[config.mk]
export PLATFORM = sky130hd
export DESIGN_NAME = dmem_access_unit_flat
export DESIGN_NICKNAME = d
export VERILOG_FILES = /design/src/rtl/dmem_access_unit_if.sv /design/src/rtl/dmem_access_unit.sv /design/src/flat_wrapper.sv
export SDC_FILE = /design/constraint.sdc
export NUM_CORES = 1
export LEC_CHECK = 0
export CAP_MARGIN = 40
export CELL_PAD_IN_SITES_DETAIL_PLACEMENT = 0
export CELL_PAD_IN_SITES_GLOBAL_PLACEMENT = 2
export CORE_MARGIN = 3
export CORE_UTILIZATION = 30
export DETAILED_ROUTE_END_ITERATION = 16
export PLACE_DENSITY_LB_ADDON = 0.1
export SETUP_SLACK_MARGIN = 0.1
export SLEW_MARGIN = 20
export SYNTH_ARGS = -nofsm -noshare
export SYNTH_HDL_FRONTEND = slang
export SYNTH_SLANG_ARGS = --single-unit
[constraint.sdc]
create_clock -name clk -period 5.07 [get_ports clk]
set_clock_uncertainty 0.05 [all_clocks]
set_input_delay 0.507 -clock clk [delete_from_list [all_inputs] [get_ports clk]]
set_output_delay 0.507 -clock clk [all_outputs]
set_load 0.02 [all_outputs]
[src/rtl/dmem_access_unit_if.sv]
// CPU-side request/response bundle for the data-memory access unit.
interface dmem_access_unit_if;
  logic        req_valid;
  logic        req_ready;
  logic        req_we;
  logic [1:0]  req_size;
  logic        req_signed;
  logic [31:0] req_addr;
  logic [31:0] req_wdata;
  logic        resp_valid;
  logic        resp_err;
  logic [31:0] resp_rdata;

  modport master (
    output req_valid, req_we, req_size, req_signed, req_addr, req_wdata,
    input  req_ready, resp_valid, resp_err, resp_rdata
  );

  modport slave (
    input  req_valid, req_we, req_size, req_signed, req_addr, req_wdata,
    output req_ready, resp_valid, resp_err, resp_rdata
  );
endinterface

[src/rtl/dmem_access_unit.sv]
// Byte/half/word load-store front-end for a word-only data memory.
// Build option DMEM_MISALIGN_TRAP_EN: reject misaligned accesses instead of force-aligning them.
module dmem_access_unit #(
  parameter int unsigned ADDR_W = 6
) (
  input  logic              clk,
  input  logic              rst,
  dmem_access_unit_if.slave bus,
  output logic              dm_we,
  output logic [ADDR_W-1:0] dm_a,
  output logic [31:0]       dm_d,
  input  logic [31:0]       dm_q
);

  typedef enum logic [1:0] {IDLE, ACCESS, MERGE_WR, RESP} state_e;

  state_e              state_q, state_d;
  logic                we_q, we_d;
  logic [1:0]          size_q, size_d;
  logic                sgn_q, sgn_d;
  logic [ADDR_W+1:0]   addr_q, addr_d;
  logic [31:0]         wdata_q, wdata_d;
  logic                err_q, err_d;
  logic [31:0]         rdata_q, rdata_d;
  logic [31:0]         merge_q, merge_d;

  logic                req_err;
  logic [ADDR_W+1:0]   req_addr_al;
  logic                misaligned;
  logic                wr_en;
  logic [31:0]         lane;
  logic [31:0]         load_val;
  logic [31:0]         merged;

  // Request legality and the address actually used for the access.
  always_comb begin
    misaligned  = ((bus.req_size == 2'b01) && bus.req_addr[0]) ||
                  ((bus.req_size == 2'b10) && (bus.req_addr[1:0] != 2'b00));
    req_addr_al = bus.req_addr[ADDR_W+1:0];
`ifdef DMEM_MISALIGN_TRAP_EN
    req_err     = (bus.req_size == 2'b11) || misaligned;
`else
    req_err     = (bus.req_size == 2'b11);
    if (bus.req_size == 2'b01) req_addr_al[0]   = 1'b0;
    if (bus.req_size == 2'b10) req_addr_al[1:0] = 2'b00;
`endif
  end

  // Lane extraction for loads and lane insertion for sub-word stores.
  always_comb begin
    lane   = dm_q >> {addr_q[1:0], 3'b000};
    merged = dm_q;
    case (size_q)
      2'b00: begin
        load_val = sgn_q ? {{24{lane[7]}}, lane[7:0]} : {24'b0, lane[7:0]};
        merged[{addr_q[1:0], 3'b000} +: 8] = wdata_q[7:0];
      end
      2'b01: begin
        load_val = sgn_q ? {{16{lane[15]}}, lane[15:0]} : {16'b0, lane[15:0]};
        merged[{addr_q[1], 4'b0000} +: 16] = wdata_q[15:0];
      end
      default: load_val = dm_q;
    endcase
  end

  always_comb begin
    state_d = state_q;
    we_d    = we_q;
    size_d  = size_q;
    sgn_d   = sgn_q;
    addr_d  = addr_q;
    wdata_d = wdata_q;
    err_d   = err_q;
    rdata_d = rdata_q;
    merge_d = merge_q;
    wr_en   = 1'b0;
    case (state_q)
      IDLE: begin
        if (bus.req_valid) begin
          we_d    = bus.req_we;
          size_d  = bus.req_size;
          sgn_d   = bus.req_signed;
          wdata_d = bus.req_wdata;
          err_d   = req_err;
          rdata_d = '0;
          // Rejected requests leave the memory address bus where it was.
          if (!req_err) addr_d = req_addr_al;
          state_d = req_err ? RESP : ACCESS;
        end
      end
      ACCESS: begin
        if (!we_q) begin
          rdata_d = load_val;
          state_d = RESP;
        end else if (size_q == 2'b10) begin
          wr_en   = 1'b1;
          state_d = RESP;
        end else begin
          merge_d = merged;
          state_d = MERGE_WR;
        end
      end
      MERGE_WR: begin
        wr_en   = 1'b1;
        state_d = RESP;
      end
      RESP:    state_d = IDLE;
      default: state_d = IDLE;
    endcase
  end

  always_ff @(posedge clk) begin
    if (!rst) begin
      state_q <= IDLE;
      we_q    <= 1'b0;
      size_q  <= '0;
      sgn_q   <= 1'b0;
      addr_q  <= '0;
      wdata_q <= '0;
      err_q   <= 1'b0;
      rdata_q <= '0;
      merge_q <= '0;
    end else begin
      state_q <= state_d;
      we_q    <= we_d;
      size_q  <= size_d;
      sgn_q   <= sgn_d;
      addr_q  <= addr_d;
      wdata_q <= wdata_d;
      err_q   <= err_d;
      rdata_q <= rdata_d;
      merge_q <= merge_d;
    end
  end

  assign bus.req_ready  = (state_q == IDLE);
  assign bus.resp_valid = (state_q == RESP);
  assign bus.resp_err   = (state_q == RESP) & err_q;
  assign bus.resp_rdata = rdata_q;

  assign dm_we = rst & wr_en;
  assign dm_a  = addr_q[ADDR_W+1:2];
  assign dm_d  = (state_q == MERGE_WR) ? merge_q : wdata_q;

endmodule

[src/flat_wrapper.sv]
// flat-port wrapper written by rule: the top's interface ports become plain ports
module dmem_access_unit_flat 
#(
  parameter int unsigned ADDR_W = 6
)
  (clk, rst, dm_we, dm_a, dm_d, dm_q, bus_req_valid, bus_req_we, bus_req_size, bus_req_signed, bus_req_addr, bus_req_wdata, bus_req_ready, bus_resp_valid, bus_resp_err, bus_resp_rdata);
  dmem_access_unit_if bus_i ();
  input  logic clk;
  input  logic rst;
  output logic dm_we;
  output logic [ADDR_W-1:0] dm_a;
  output logic [31:0] dm_d;
  input  logic [31:0] dm_q;
  input wire logic [$bits(bus_i.req_valid)-1:0] bus_req_valid;
  input wire logic [$bits(bus_i.req_we)-1:0] bus_req_we;
  input wire logic [$bits(bus_i.req_size)-1:0] bus_req_size;
  input wire logic [$bits(bus_i.req_signed)-1:0] bus_req_signed;
  input wire logic [$bits(bus_i.req_addr)-1:0] bus_req_addr;
  input wire logic [$bits(bus_i.req_wdata)-1:0] bus_req_wdata;
  output wire logic [$bits(bus_i.req_ready)-1:0] bus_req_ready;
  output wire logic [$bits(bus_i.resp_valid)-1:0] bus_resp_valid;
  output wire logic [$bits(bus_i.resp_err)-1:0] bus_resp_err;
  output wire logic [$bits(bus_i.resp_rdata)-1:0] bus_resp_rdata;
  assign bus_i.req_valid = bus_req_valid;
  assign bus_i.req_we = bus_req_we;
  assign bus_i.req_size = bus_req_size;
  assign bus_i.req_signed = bus_req_signed;
  assign bus_i.req_addr = bus_req_addr;
  assign bus_i.req_wdata = bus_req_wdata;
  assign bus_req_ready = bus_i.req_ready;
  assign bus_resp_valid = bus_i.resp_valid;
  assign bus_resp_err = bus_i.resp_err;
  assign bus_resp_rdata = bus_i.resp_rdata;
  dmem_access_unit #(.ADDR_W(ADDR_W)) u_core (.clk(clk), .rst(rst), .bus(bus_i), .dm_we(dm_we), .dm_a(dm_a), .dm_d(dm_d), .dm_q(dm_q));
endmodule
# Yosys cells after proc, flatten, opt, wreduce, memory -nomap -nowiden
# Index checks and enable logic that the tools add are counted.
# op_classes
add_sub_neg,2
multipliers,0
n_eq_ne,10
bitwise,4
div,0
muxes,20
shifts,5
reduce_logical,7
magnitude_cmp,0
# op_table
cell,n
32-bit one-hot mux with 2 select lines,3
32-bit two-way mux,5
32-bit bitwise mux,2
16-bit by 7-bit variable shift with 32-bit output (first input constant),1
8-bit by 7-bit variable shift with 32-bit output (first input constant),1
16-bit by 7-bit indexed part select with 32-bit output,1
8-bit by 7-bit indexed part select with 32-bit output,1
32-bit by 5-bit right shift with 16-bit output,1
5-bit negation with 7-bit output,2
2-bit equality test (second input constant),5
3-bit AND reduction,3
2-bit two-way mux,4
2-bit one-hot mux with 4 select lines,1
2-bit by 1-bit equality test with 1-bit output (second input constant),3
2-bit logical NOT,2
1-bit two-way mux,4
2-bit != test (second input constant),2
1-bit bitwise AND,2
1-bit inverter,2
1-bit one-hot mux with 2 select lines,1
2-bit AND reduction,1
2-bit nonzero test,1
# totals
ff_bits,111
latchBits,0
out_inout_bits,74
mem_bits_rw,0
rom_bits,0
n_memories,0

# Logic depth before layout (Yosys ltp)
# Gate-level depths: netlist of the first run.
# depth
depth_word,5
depth_mapped,9

# Worst setup path before layout of the first run
# Ideal clock, no wire load.
# synth_timing
path_kind,reg2reg
from,register u_core.addr_q[0]
to,register u_core.merge_q[30]
path_slack_ns,2.872
arrival_time_ns,2.089
synth_period_minus_slack_ns,2.198
path_buffers,3
stages_incl_launch_ff,10
path_cell_list,dfxtp_1 buf_2 buf_2 inv_1 ha_1 nor4bb_1 clkbuf_1 a221oi_1 a31oi_1 o221a_2
# synth_between
elab_chain_cells,4
word_cells_on_any_way,5
cone_classes,1 x add/sub; 2 x shift; 2 x mux
# synth_lines
item,line,text
from (decl),dmem_access_unit.sv:21,"logic [ADDR_W+1:0] addr_q, addr_d;"
from (signal assigned),dmem_access_unit.sv:128,addr_q <= addr_d;
5-bit negation with 7-bit output (*),dmem_access_unit.sv:56,"merged[{addr_q[1:0], 3'b000} +: 8] = wdata_q[7:0];"
8-bit by 7-bit indexed part select with 32-bit output / 8-bit by 7-bit variable shift with 32-bit output (equally long branches),dmem_access_unit.sv:56,
32-bit bitwise mux (*),dmem_access_unit.sv:56,
32-bit one-hot mux with 2 select lines (*),dmem_access_unit.sv:53,case (size_q)
to (signal assigned),dmem_access_unit.sv:132,merge_q <= merge_d;
to (decl),dmem_access_unit.sv:25,"logic [31:0] merge_q, merge_d;"
# Mark *: on every way between the ends. The rest lies on a longest branch, timed or not.
# A chain may end at the register's enable or synchronous reset.

# Worst setup path in the final report of the first run
# layout_timing
from,register u_core.state_q[1]
to,output dm_we
# layout_between
elab_chain_cells,3
word_cells_on_any_way,4
cone_classes,2 x eq/ne; 1 x mux; 1 x bitwise
# layout_lines
item,line,text
from (decl),dmem_access_unit.sv:17,"state_e state_q, state_d;"
from (signal assigned),dmem_access_unit.sv:124,state_q <= state_d;
2-bit equality test / 2-bit by 1-bit equality test with 1-bit output (equally long branches),dmem_access_unit.sv:77,case (state_q)
1-bit one-hot mux with 2 select lines (*),dmem_access_unit.sv:77,
1-bit bitwise AND (*),dmem_access_unit.sv:141,assign dm_we = rst & wr_en;
to (decl),flat_wrapper.sv:10,output logic dm_we;
# Marks and branches as above.

==> results of run 1 <==
## metal layers
layer / track usage, % / routed length, um
met1: 26.37 / 9944
met2: 31.66 / 10260
met3: 3.434 / 1184
met4: 5.629 / 456
met5: 0 / 0
## path summary, 6_finish.rpt
check	start	endpoint	slack, ns	depth (start not counted)
max	u_core.state_q[1]$_SDFFE_PN0P_	dm_we	1.80	6
min	u_core.wdata_q[29]$_SDFFE_PN0P_	u_core.wdata_q[29]$_SDFFE_PN0P_	0.41	2
max reg2reg	u_core.size_q[0]$_SDFFE_PN0P_	u_core.bus.resp_rdata[16]$_SDFFE_PN0P_	2.45	6
min reg2reg	u_core.wdata_q[29]$_SDFFE_PN0P_	u_core.wdata_q[29]$_SDFFE_PN0P_	0.41	2
## Yosys cell counts, types with 2 or more instances
| master | number |
|---|---|
| a211o_1 | 8 |
| a21boi_0 | 42 |
| a21o_1 | 16 |
| a21oi_1 | 22 |
| a221oi_1 | 15 |
| a22o_1 | 32 |
| a22oi_1 | 8 |
| a2bb2o_1 | 7 |
| a31oi_1 | 24 |
| a32o_1 | 2 |
| and2_1 | 3 |
| and3b_1 | 7 |
| and4b_1 | 2 |
| buf_1 | 5 |
| buf_2 | 10 |
| buf_4 | 6 |
| buf_6 | 3 |
| clkbuf_1 | 41 |
| dfxtp_1 | 111 |
| ha_1 | 9 |
| inv_1 | 9 |
| mux2_2 | 32 |
| mux2i_1 | 11 |
| mux4_2 | 8 |
| nand2_1 | 135 |
| nand2_2 | 2 |
| nand2b_1 | 11 |
| nand3_1 | 4 |
| nor2_1 | 5 |
| nor2_2 | 2 |
| nor2b_1 | 13 |
| nor4bb_1 | 3 |
| o21ai_0 | 57 |
| o221a_2 | 8 |
| o2bb2ai_1 | 9 |
## worst max-delay path, delay by kind of cell, from the launching register on
kind	cells	cell delay [ns]
flops	1	0.35
compound gates	1	0.15
fa+ha+maj	1	0.30
simple gates	2	0.82
buf+inv	2	0.73
## layout make-up
type,instances,area share [%]
multi-input cells,513,44.07
flip-flops and latches,111,27.37
repair buffers,167,20.33
well taps,265,4.084
clock buffers,13,3.206
clock inverters,2,0.4778
inverters,10,0.4624
## power by group through the flow
stage,clock network [mW],registers (mW),logic (mW)
after floorplan,0,1.09,0.741
after global placement,0,1.11,1.18
after detailed placement,0,1.11,1.20
after CTS,0.768,1.09,1.21
after global routing,0.796,1.10,1.31
final,0.743,1.09,1.20
## state kept, by name, summed over array words and instances, names as in the netlist
| register | flops |
|---|---|
| u_core.we_q | 1 |
| u_core.sgn_q | 1 |
| u_core.size_q | 2 |
| u_core.err_q | 1 |
| u_core.merge_q | 32 |
| u_core.state_q | 2 |
| u_core.bus.resp_rdata | 32 |
| u_core.wdata_q | 32 |
| u_core.addr_q | 8 |
## logic make-up after synthesis
kind of cell,share of synthesized area [%]
AOI/OAI and AO/OA,30.53
adders and majority gates,1.837
buffers and inverters,5.612
DFF,36.24
muxes,10.86
and+or+nand+nor,14.92
==> results by group, run 1 <==
Run status
  • Status: complete, no violations

Pwr
  • Tot Pwr: between 3 and 4 mW
  • Clk network pwr share: 24.5%
  • Switching Fraction: 37.04%
  • Power density over the cells: 373.2 nW/um2
  • P_leak: 3.193 nW
  • P_sw: 1.122 mW
  • Logic gate share of total power: 39.5%
  • Internal Pwr Total: ~1.9 mW
  • Sequential share of power: 36.0%
  • Worst VDD drop: 0.2558 mV

Setup path
  • Crit Path Class: register to output port
  • CP Launch Type: register
  • Crit-path slowest cell: and2_1
  • Crit path max fanout: 19
  • Worst path max stage delay: 0.69 ns
  • CP Data Required Time: around 4.5 ns
  • Crit end category: output port
  • CP cell instances: inv_1, ha_1, and2_1, a21oi_1, nor2_1, clkdlybuf4s50_1
  • Data arrival, critical path: 2.71 ns

Finish
  • Finished Layout Cells: 1,081
  • Area Overhead vs Synth: 32.41%
  • Commonest cells after routing, fill and taps aside: clkdlybuf4s50_1, nand2_1, dfxtp_1, o21ai_0, a21boi_0
  • # diodes: 0
  • Sequential Area: 2222 um2
  • Final design utilization: 41.04%
  • Multi-input gate area: 3577 um2
  • Fillcell total: ~2,000
  • Layout cells sized above 1: 11.15%
  • Nets: between 900 and 1,000
  • Finished Cell Area: 8118 um2
  • Commonest non-fill, non-tap cell in the layout: clkdlybuf4s50_1

Route
  • 1st-iter DRT viols: 423
  • Iteration count of the initial detailed-routing pass: 5
  • Via count: 5,797
  • Drt total wl: 21,840 um
  • Antenna Nets Post-Route: 0
  • Via/cell ratio: roughly 5.4
  • DR DRC count: 0
  • Wire length per cell: between 20 and 25 um

Global routing
  • First-pass GRT wire length: 33,560 um
  • Largest net degree at the start of global routing: 69
  • Gr usage total: between 10% and 20%
  • Initial antenna violation count: 0
  • Grt ovf: 0
  • Vias in the first global route: 5,735

CTS
  • H-tree depth: 3
  • Post-CTS Resized: 0
  • Clock root buffer: clkbuf_16
  • Clock sinks: 111
  • # hold bufs at CTS: 0
  • Clock Path Buffers: 2
  • CTS tree: done
  • TritonCTS Buffers: 9
  • Clk Latency, worst-skew pair: around 0.36 ns
  • Post-CTS setup buffers: 0
  • Clock Pin Slew Worst Setup and Hold Paths: approximately 0.070 ns

STA
  • Final setup vio count: 0
  • Slew Viols, Final: 0
  • Final hold vios: 0
  • Final worst path period share: 64.42%
  • Actual slew at the worst max-slew pin: 0.8338 ns
  • Slew Limit Headroom: 43.62%
  • RSZ-0062 raised after global routing: no
  • Max Freq: 306.2 MHz
  • Setup TNS Final: 0 ns
  • Fin crit period: between 3 and 4 ns
  • Hold_ws: 0.4123 ns
  • Final worst setup slack: 1.804 ns

Synth
  • Top cell type by total area after synthesis: dfxtp_1
  • Synth async-reset ratio: 0%
  • Share of the synthesized area in the top cell type: 36.24%
  • Post-Syn Area: a little over 6000 um2
  • Yosys reg bits: 111
  • Synthesized area per cell: 8.758 um2
  • Prevailing post-synth register cell: dfxtp_1
  • Leading post-synthesis cells by cell area: dfxtp_1, nand2_1, mux2_2
  • Post-synth EDFFs: 0
  • Sequential area share after synthesis: 36.24%
  • Netlist cell types: 53
  • Syn Inst Count: 700
  • Synth warn: 0
  • Net Count, Synth: just over 800

Die
  • # IOs: 177
  • Initial Utilization: 30.99%
  • Die Area: 22,190 um2
  • Die extent in x: 149.0 um
  • # rows: about 50
  • Die Ht: 149.0 um
  • Core area: 19,780 um2

Placement
  • Cells after DPL: 1,064
  • Buffers on Ports: 152
  • Place WS: 2.062 ns
  • Placed cell area: 7800 um2
  • Post-DP HPWL: 15,890 um
  • Gpl congestion: 0.7992

Hold path
  • HP Class: register to register

Run
  • Max Cap Viol: 0
(Power assumes the default switching activity.)
==> run 2, diff against run 1 <==
- CORE_UTILIZATION: 30 -> 28
- clock period: 5.07 -> 3.4 ns (I/O delays scaled with it)
==> run 2 against run 1 <==
Net effect:
- combinational power up 52%
- flip-flop and latch count unchanged
- highest routed layer unchanged
- critical path type unchanged
- core utilization down 2.8 points
- global-route usage down 0.68 points
==> results by group, run 2 (synthesized netlist as in run 1, its figures left out) <==
Route
  • M1 WL: 10,760 um (+8.2%)
  • Antenna Nets Post-Route: 0 (unchanged)
  • Top Layer Used: met4
  • Drt total wl: 22,750 um (+4.1%)
  • Met2 wire len: 10,650 um (+3.9%)
  • Iteration count of the initial detailed-routing pass: 4 (-1)
  • DR DRC count: 0 (unchanged)
  • Met3 wire length: 921 um (-22%)
  • Wire length per cell: 20.68 um (+2.3%)
  • Via/cell ratio: 5.295 (-1.3%)
  • 1st-iter DRT viols: 374 (-12%)
  • Via count: 5,825 (+0.48%)

CTS
  • Clock Pin Slew Worst Setup and Hold Paths: 0.08 ns (about the same)
  • # hold bufs at CTS: 0 (unchanged)
  • Post-CTS setup buffers: 0 (unchanged)
  • Post-CTS Resized: 0 (unchanged)
  • TritonCTS Buffers: 9 (unchanged)
  • H-tree depth: 3 (unchanged)
  • Clk Latency, worst-skew pair: 0.36 ns (about the same)
  • Clock Path Buffers: 2 (unchanged)
  • Clock root buffer: clkbuf_16
  • CTS tree: done
  • Clock sinks: 111 (unchanged)

Hold path
  • HP Class: primary input to register
  • Hold Path End: u_core.state_q[0]$_SDFFE_PN0P_
  • Hold Path Cell Cnt: 3 (+1)
  • Worst hold path startpoint: rst

STA
  • Slew Limit Headroom: 45.80% (+2.2 points)
  • Final hold vios: 0 (unchanged)
  • Setup TNS Final: 0 ns (unchanged)
  • Final worst setup slack: 0.4281 ns (-1.376 ns)
  • Max Freq: 336.5 MHz
  • Final worst path period share: around 87%
  • Fin crit period: just under 3 ns
  • Slew Viols, Final: 0 (unchanged)
  • RSZ-0062 raised after global routing: no
  • Actual slew at the worst max-slew pin: 0.8129 ns (-0.02083 ns)
  • Final setup vio count: 0 (unchanged)

Pwr
  • P_leak: 3.215 nW (+0.67%)
  • Worst VDD drop: 0.4135 mV (+62%)
  • Power density over the cells: 550.4 nW/um2 (+47%)
  • Tot Pwr: 4.485 mW (+48%)

Setup path
  • Crit end category: output port
  • R2r endpoint: u_core.merge_q[7]$_SDFFE_PN0P_
  • Crit path max fanout: 14 (-5)
  • CP Launch Type: register
  • CP Data Required Time: 3.01 ns (-1.50 ns)
  • Worst R2R Start: u_core.addr_q[0]$_SDFFE_PN0P_
  • Crit Path Class: register to output port
  • Data arrival, critical path: 2.58 ns (-0.13 ns)
  • Reg-to-reg setup timing slack: 1.01 ns (-1.44 ns)
  • Cell count of the worst reg-to-reg path: 6 (unchanged)

Placement
  • Post-DP HPWL: 16,480 um (+3.7%)
  • Placed cell area: 7850 um2 (+0.64%)
  • Cells after DPL: 1,083 (+1.8%)
  • Place WS: 0.7811 ns (-1.281 ns)
  • Buffers on Ports: 152 (unchanged)
  • Gpl congestion: 0.8060 (+0.85%)

Die
  • Die extent in x: 154.0 um (+3.4%)
  • # rows: 53 (+3.9%)
  • # IOs: 177 (unchanged)
  • Initial Utilization: 28.80% (-2.2 points)
  • Die Ht: 154.0 um (+3.4%)
  • Die Area: 23,710 um2 (+6.8%)
  • Core area: 21,290 um2 (+7.6%)

Run
  • Max Cap Viol: 0 (unchanged)

Finish
  • Finished Cell Area: 8149 um2 (+0.39%)
  • Commonest non-fill, non-tap cell in the layout: clkdlybuf4s50_1
  • # diodes: 0 (unchanged)
  • Area Overhead vs Synth: 32.92%
  • Fillcell total: 2,157 (+8.0%)
  • Nets: 932 (+0.87%)
  • Commonest cells after routing, fill and taps aside: clkdlybuf4s50_1, nand2_1, dfxtp_1, o21ai_0, a21boi_0
  • Layout cells sized above 1: 12.00% (+0.85 points)
  • Finished Layout Cells: 1,100 (+1.8%)

Global routing
  • Largest net degree at the start of global routing: 88 (+28%)
  • First-pass GRT wire length: 35,000 um (+4.3%)
  • Grt ovf: 0 (unchanged)
  • Initial antenna violation count: 0 (unchanged)
  • Gr usage total: 18.72% (-0.68 points)
  • Vias in the first global route: 5,905 (+3.0%)

Run status
  • Status: complete, no violations
run 2: worst max-delay path by stage:
stage / start / end / slack [ns] / cells past startpoint
4_1_cts: u_core.state_q[0]$_SDFFE_PN0P_ / dm_d[10] / 0.38 / 5
3_5_place_dp: u_core.state_q[0]$_SDFFE_PN0P_ / dm_d[10] / 0.78 / 5
2_1_floorplan: u_core.addr_q[0]$_SDFFE_PN0P_ / u_core.merge_q[30]$_SDFFE_PN0P_ / 1.20 / 9
3_3_place_gp: u_core.state_q[0]$_SDFFE_PN0P_ / dm_d[10] / 0.81 / 5
5_1_grt: u_core.state_q[0]$_SDFFE_PN0P_ / dm_d[8] / 0.31 / 5
6_report: u_core.state_q[0]$_SDFFE_PN0P_ / dm_d[10] / 0.43 / 5
run 2: cell type report:
cell class                 instances  area [um2]  share of cell area [%]
tap                              275       344.1                   4.222
clock buffer                      12       256.5                   3.148
clock inverter                     4       28.78                  0.3531
timing repair buffer             175        1695                   20.80
multi-input combinational        513        3565                   43.74
sequential                       111        2222                   27.27
inverter                          10       37.54                  0.4606
run 2: per-layer routing:
layer  vias to the layer above  global-route usage, %
li1                       2794                      -
met1                      2848                  25.57
met2                       161                  30.82
met3                        22                  3.237
met4                         0                  4.500
met5                         -                      0
run 2: stage by stage:
stage | hold WS (ns) | utilization (%)
CTS | 0.2918 | 38.22
finish | 0.3017 | 38.28
detailed placement | 0.4045 | 36.88
floorplan | 0.3910 | -
global route | 0.3051 | 38.28
global placement | 0.4023 | 36.88
run 2: power by group:
group / internal, mW / switching, mW / leakage [nW]
Combinational: 0.777 / 1.04 / 2.18
Clock: 0.541 / 0.507 / 0.135
Sequential: 1.46 / 0.154 / 0.902
Total: 2.78 / 1.70 / 3.21
run 2: critical path, cell delays in order, from the launching register on:
cell and delay [ns]:
dfxtp_1 0.35, inv_1 0.09, ha_1 0.52, buf_4 0.34, mux2_2 0.37, clkdlybuf4s50_1 0.55
==> run 3, diff against run 2 <==
- CAP_MARGIN: 40 -> 20
==> run 3 against run 2 <==
Net effect:
- sequential share of layout area is essentially flat
- combinational power is essentially flat
- clock-buffer cell count is the same
- sequential power is essentially flat
- clock power is essentially flat
- first-iteration DRC count grew 9.4%
- critical path type unchanged
==> results by group, run 3 (synthesized netlist as in run 1, its figures left out) <==
Route
  • Via count: 5,809 (-0.27%)
  • 1st-iter DRT viols: 409 (+9.4%)
  • Wire length per cell: 20.68 um (about the same)
  • DR DRC count: 0 (unchanged)
  • Antenna Nets Post-Route: 0 (unchanged)
  • Via/cell ratio: 5.286 (-0.18%)
  • Iteration count of the initial detailed-routing pass: 4 (unchanged)
  • Drt total wl: 22,730 um (about the same)

Die
  • Die Area: 23,710 um2 (unchanged)
  • Core area: 21,290 um2 (unchanged)
  • # IOs: 177 (unchanged)
  • Die extent in x: 154.0 um (unchanged)
  • # rows: 53 (unchanged)
  • Die Ht: 154.0 um (unchanged)
  • Initial Utilization: 28.80% (unchanged)

STA
  • Setup TNS Final: 0 ns (unchanged)
  • Final hold vios: 0 (unchanged)
  • Slew Viols, Final: 0 (unchanged)
  • Final worst setup slack: 0.4307 ns (+0.002575 ns)
  • Final setup vio count: 0 (unchanged)
  • Max Freq: 336.8 MHz (about the same)
  • Final worst path period share: 87.33% (about the same)
  • Fin crit period: 2.969 ns (-0.002575 ns)
  • RSZ-0062 raised after global routing: no
  • Actual slew at the worst max-slew pin: 0.9517 ns (+0.1388 ns)
  • Slew Limit Headroom: 36.52% (-9.3 points)

Setup path
  • Worst setup path startpoint: u_core.state_q[0]$_SDFFE_PN0P_
  • CP Launch Type: register
  • Crit path max fanout: 14 (unchanged)
  • R2r endpoint: u_core.merge_q[7]$_SDFFE_PN0P_
  • Worst R2R Start: u_core.addr_q[0]$_SDFFE_PN0P_
  • CP Data Required Time: 3.01 ns (about the same)
  • Crit Path Class: register to output port
  • Crit end category: output port
  • Critical Path Sink: dm_d[10]
  • Data arrival, critical path: 2.58 ns (about the same)
  • Reg-to-reg setup timing slack: 1.01 ns (about the same)
  • Cell count of the worst reg-to-reg path: 6 (unchanged)

Placement
  • Post-DP HPWL: 16,480 um (unchanged)
  • Place WS: 0.7811 ns (unchanged)
  • Gpl congestion: 0.8060 (unchanged)
  • Placed cell area: 7850 um2 (unchanged)
  • Buffers on Ports: 152 (unchanged)
  • Cells after DPL: 1,083 (unchanged)

CTS
  • Post-CTS Resized: 0 (unchanged)
  • Clock Path Buffers: 2 (unchanged)
  • Clk Latency, worst-skew pair: 0.36 ns (about the same)
  • CTS tree: done
  • H-tree depth: 3 (unchanged)
  • Clock sinks: 111 (unchanged)
  • Clock Pin Slew Worst Setup and Hold Paths: 0.08 ns (about the same)
  • TritonCTS Buffers: 9 (unchanged)
  • Clock root buffer: clkbuf_16
  • # hold bufs at CTS: 0 (unchanged)
  • Post-CTS setup buffers: 0 (unchanged)

Pwr
  • P_sw: 1.698 mW (-0.28%)
  • P_leak: 3.208 nW (-0.22%)
  • Internal Pwr Total: 2.772 mW (-0.37%)
  • Power density over the cells: 549.4 nW/um2 (-0.17%)
  • Worst VDD drop: 0.4136 mV (about the same)
  • Sequential share of power: 36.2% (about the same)
  • Logic gate share of total power: 40.4% (-0.2 points)
  • Clk network pwr share: 23.4% (about the same)
  • Switching Fraction: 37.99% (about the same)

Global routing
  • Largest net degree at the start of global routing: 88 (unchanged)
  • Vias in the first global route: 5,905 (unchanged)
  • Grt ovf: 0 (unchanged)
  • Gr usage total: 18.72% (unchanged)
  • First-pass GRT wire length: 35,000 um (unchanged)
  • Initial antenna violation count: 0 (unchanged)

Finish
  • Final design utilization: 38.22% (-0.065 points)
  • Fillcell total: 2,158 (+0.046%)
  • # diodes: 0 (unchanged)
  • Layout cells sized above 1: 11.89% (-0.11 points)
  • Commonest non-fill, non-tap cell in the layout: clkdlybuf4s50_1
  • Area Overhead vs Synth: 32.69%
  • Commonest cells after routing, fill and taps aside: clkdlybuf4s50_1, nand2_1, dfxtp_1, o21ai_0, a21boi_0
  • Nets: 931 (-0.11%)
  • Finished Cell Area: 8135 um2 (-0.17%)
  • Finished Layout Cells: 1,099 (-0.091%)

Run status
  • Status: complete, no violations

Hold path
  • HP Class: primary input to register

Run
  • Max Cap Viol: 0 (unchanged)
run 3: cell count changes in the layout (fill, tap and decap cells not counted), sizes merged:
cell	before	now
clkbuf	13	12
run 3: final cells by class:
| type | instances | area, um2 | area share, % |
|---|---|---|---|
| Tap cell | 275 | 344.1 | 4.229 |
| Timing Repair Buffer | 174 | 1682 | 20.67 |
| Sequential cell | 111 | 2222 | 27.31 |
| Clock inverter | 4 | 28.78 | 0.3537 |
| Clock buffer | 12 | 256.5 | 3.153 |
| Inverter | 10 | 37.54 | 0.4614 |
| Multi-Input combinational cell | 513 | 3565 | 43.82 |
run 3: stage by stage:
| stage | hold slack (ns) | total power [mW] |
|---|---|---|
| 2_1_floorplan | 0.3910 | 2.729 |
| 3_3_place_gp | 0.4023 | 3.444 |
| 3_5_place_dp | 0.4045 | 3.465 |
| 4_1_cts | 0.2918 | 4.541 |
| 5_1_grt | 0.3051 | 4.752 |
| 6_report | 0.3003 | 4.470 |
run 3: worst min-delay path by stage:
stage	startpoint	cells after the start	slack [ns]	endpoint
floorplan	u_core.wdata_q[16]$_SDFFE_PN0P_	2	0.39	u_core.wdata_q[16]$_SDFFE_PN0P_
global placement	u_core.wdata_q[26]$_SDFFE_PN0P_	2	0.40	u_core.wdata_q[26]$_SDFFE_PN0P_
detailed placement	u_core.bus.resp_rdata[6]$_SDFFE_PN0P_	1	0.40	u_core.bus.resp_rdata[6]$_SDFFE_PN0P_
CTS	rst	3	0.29	u_core.state_q[0]$_SDFFE_PN0P_
global route	rst	3	0.31	u_core.state_q[0]$_SDFFE_PN0P_
finish	rst	3	0.30	u_core.state_q[0]$_SDFFE_PN0P_
run 3: power groups by stage:
stage | clock (mW) | combinational [mW] | sequential (mW)
4_1_cts | 1.10 | 1.83 | 1.62
5_1_grt | 1.14 | 1.98 | 1.64
3_5_place_dp | 0 | 1.82 | 1.65
6_report | 1.05 | 1.81 | 1.62
3_3_place_gp | 0 | 1.80 | 1.64
2_1_floorplan | 0 | 1.11 | 1.62
run 3: critical path, stage by stage (launching register included):
cell and delay, ns:
dfxtp_1 0.35, inv_1 0.09, ha_1 0.52, buf_4 0.34
mux2_2 0.37, clkdlybuf4s50_1 0.55
run 3: layer usage:
layer	wire length (um)	share of wire, %	GRT usage (%)	up-vias
met3	954	4.2	3.237	19
met5	0	0	0	-
met2	10680	47	30.82	170
met1	10700	47	25.57	2828
li1	-	-	-	2792
met4	391	1.7	4.500	0
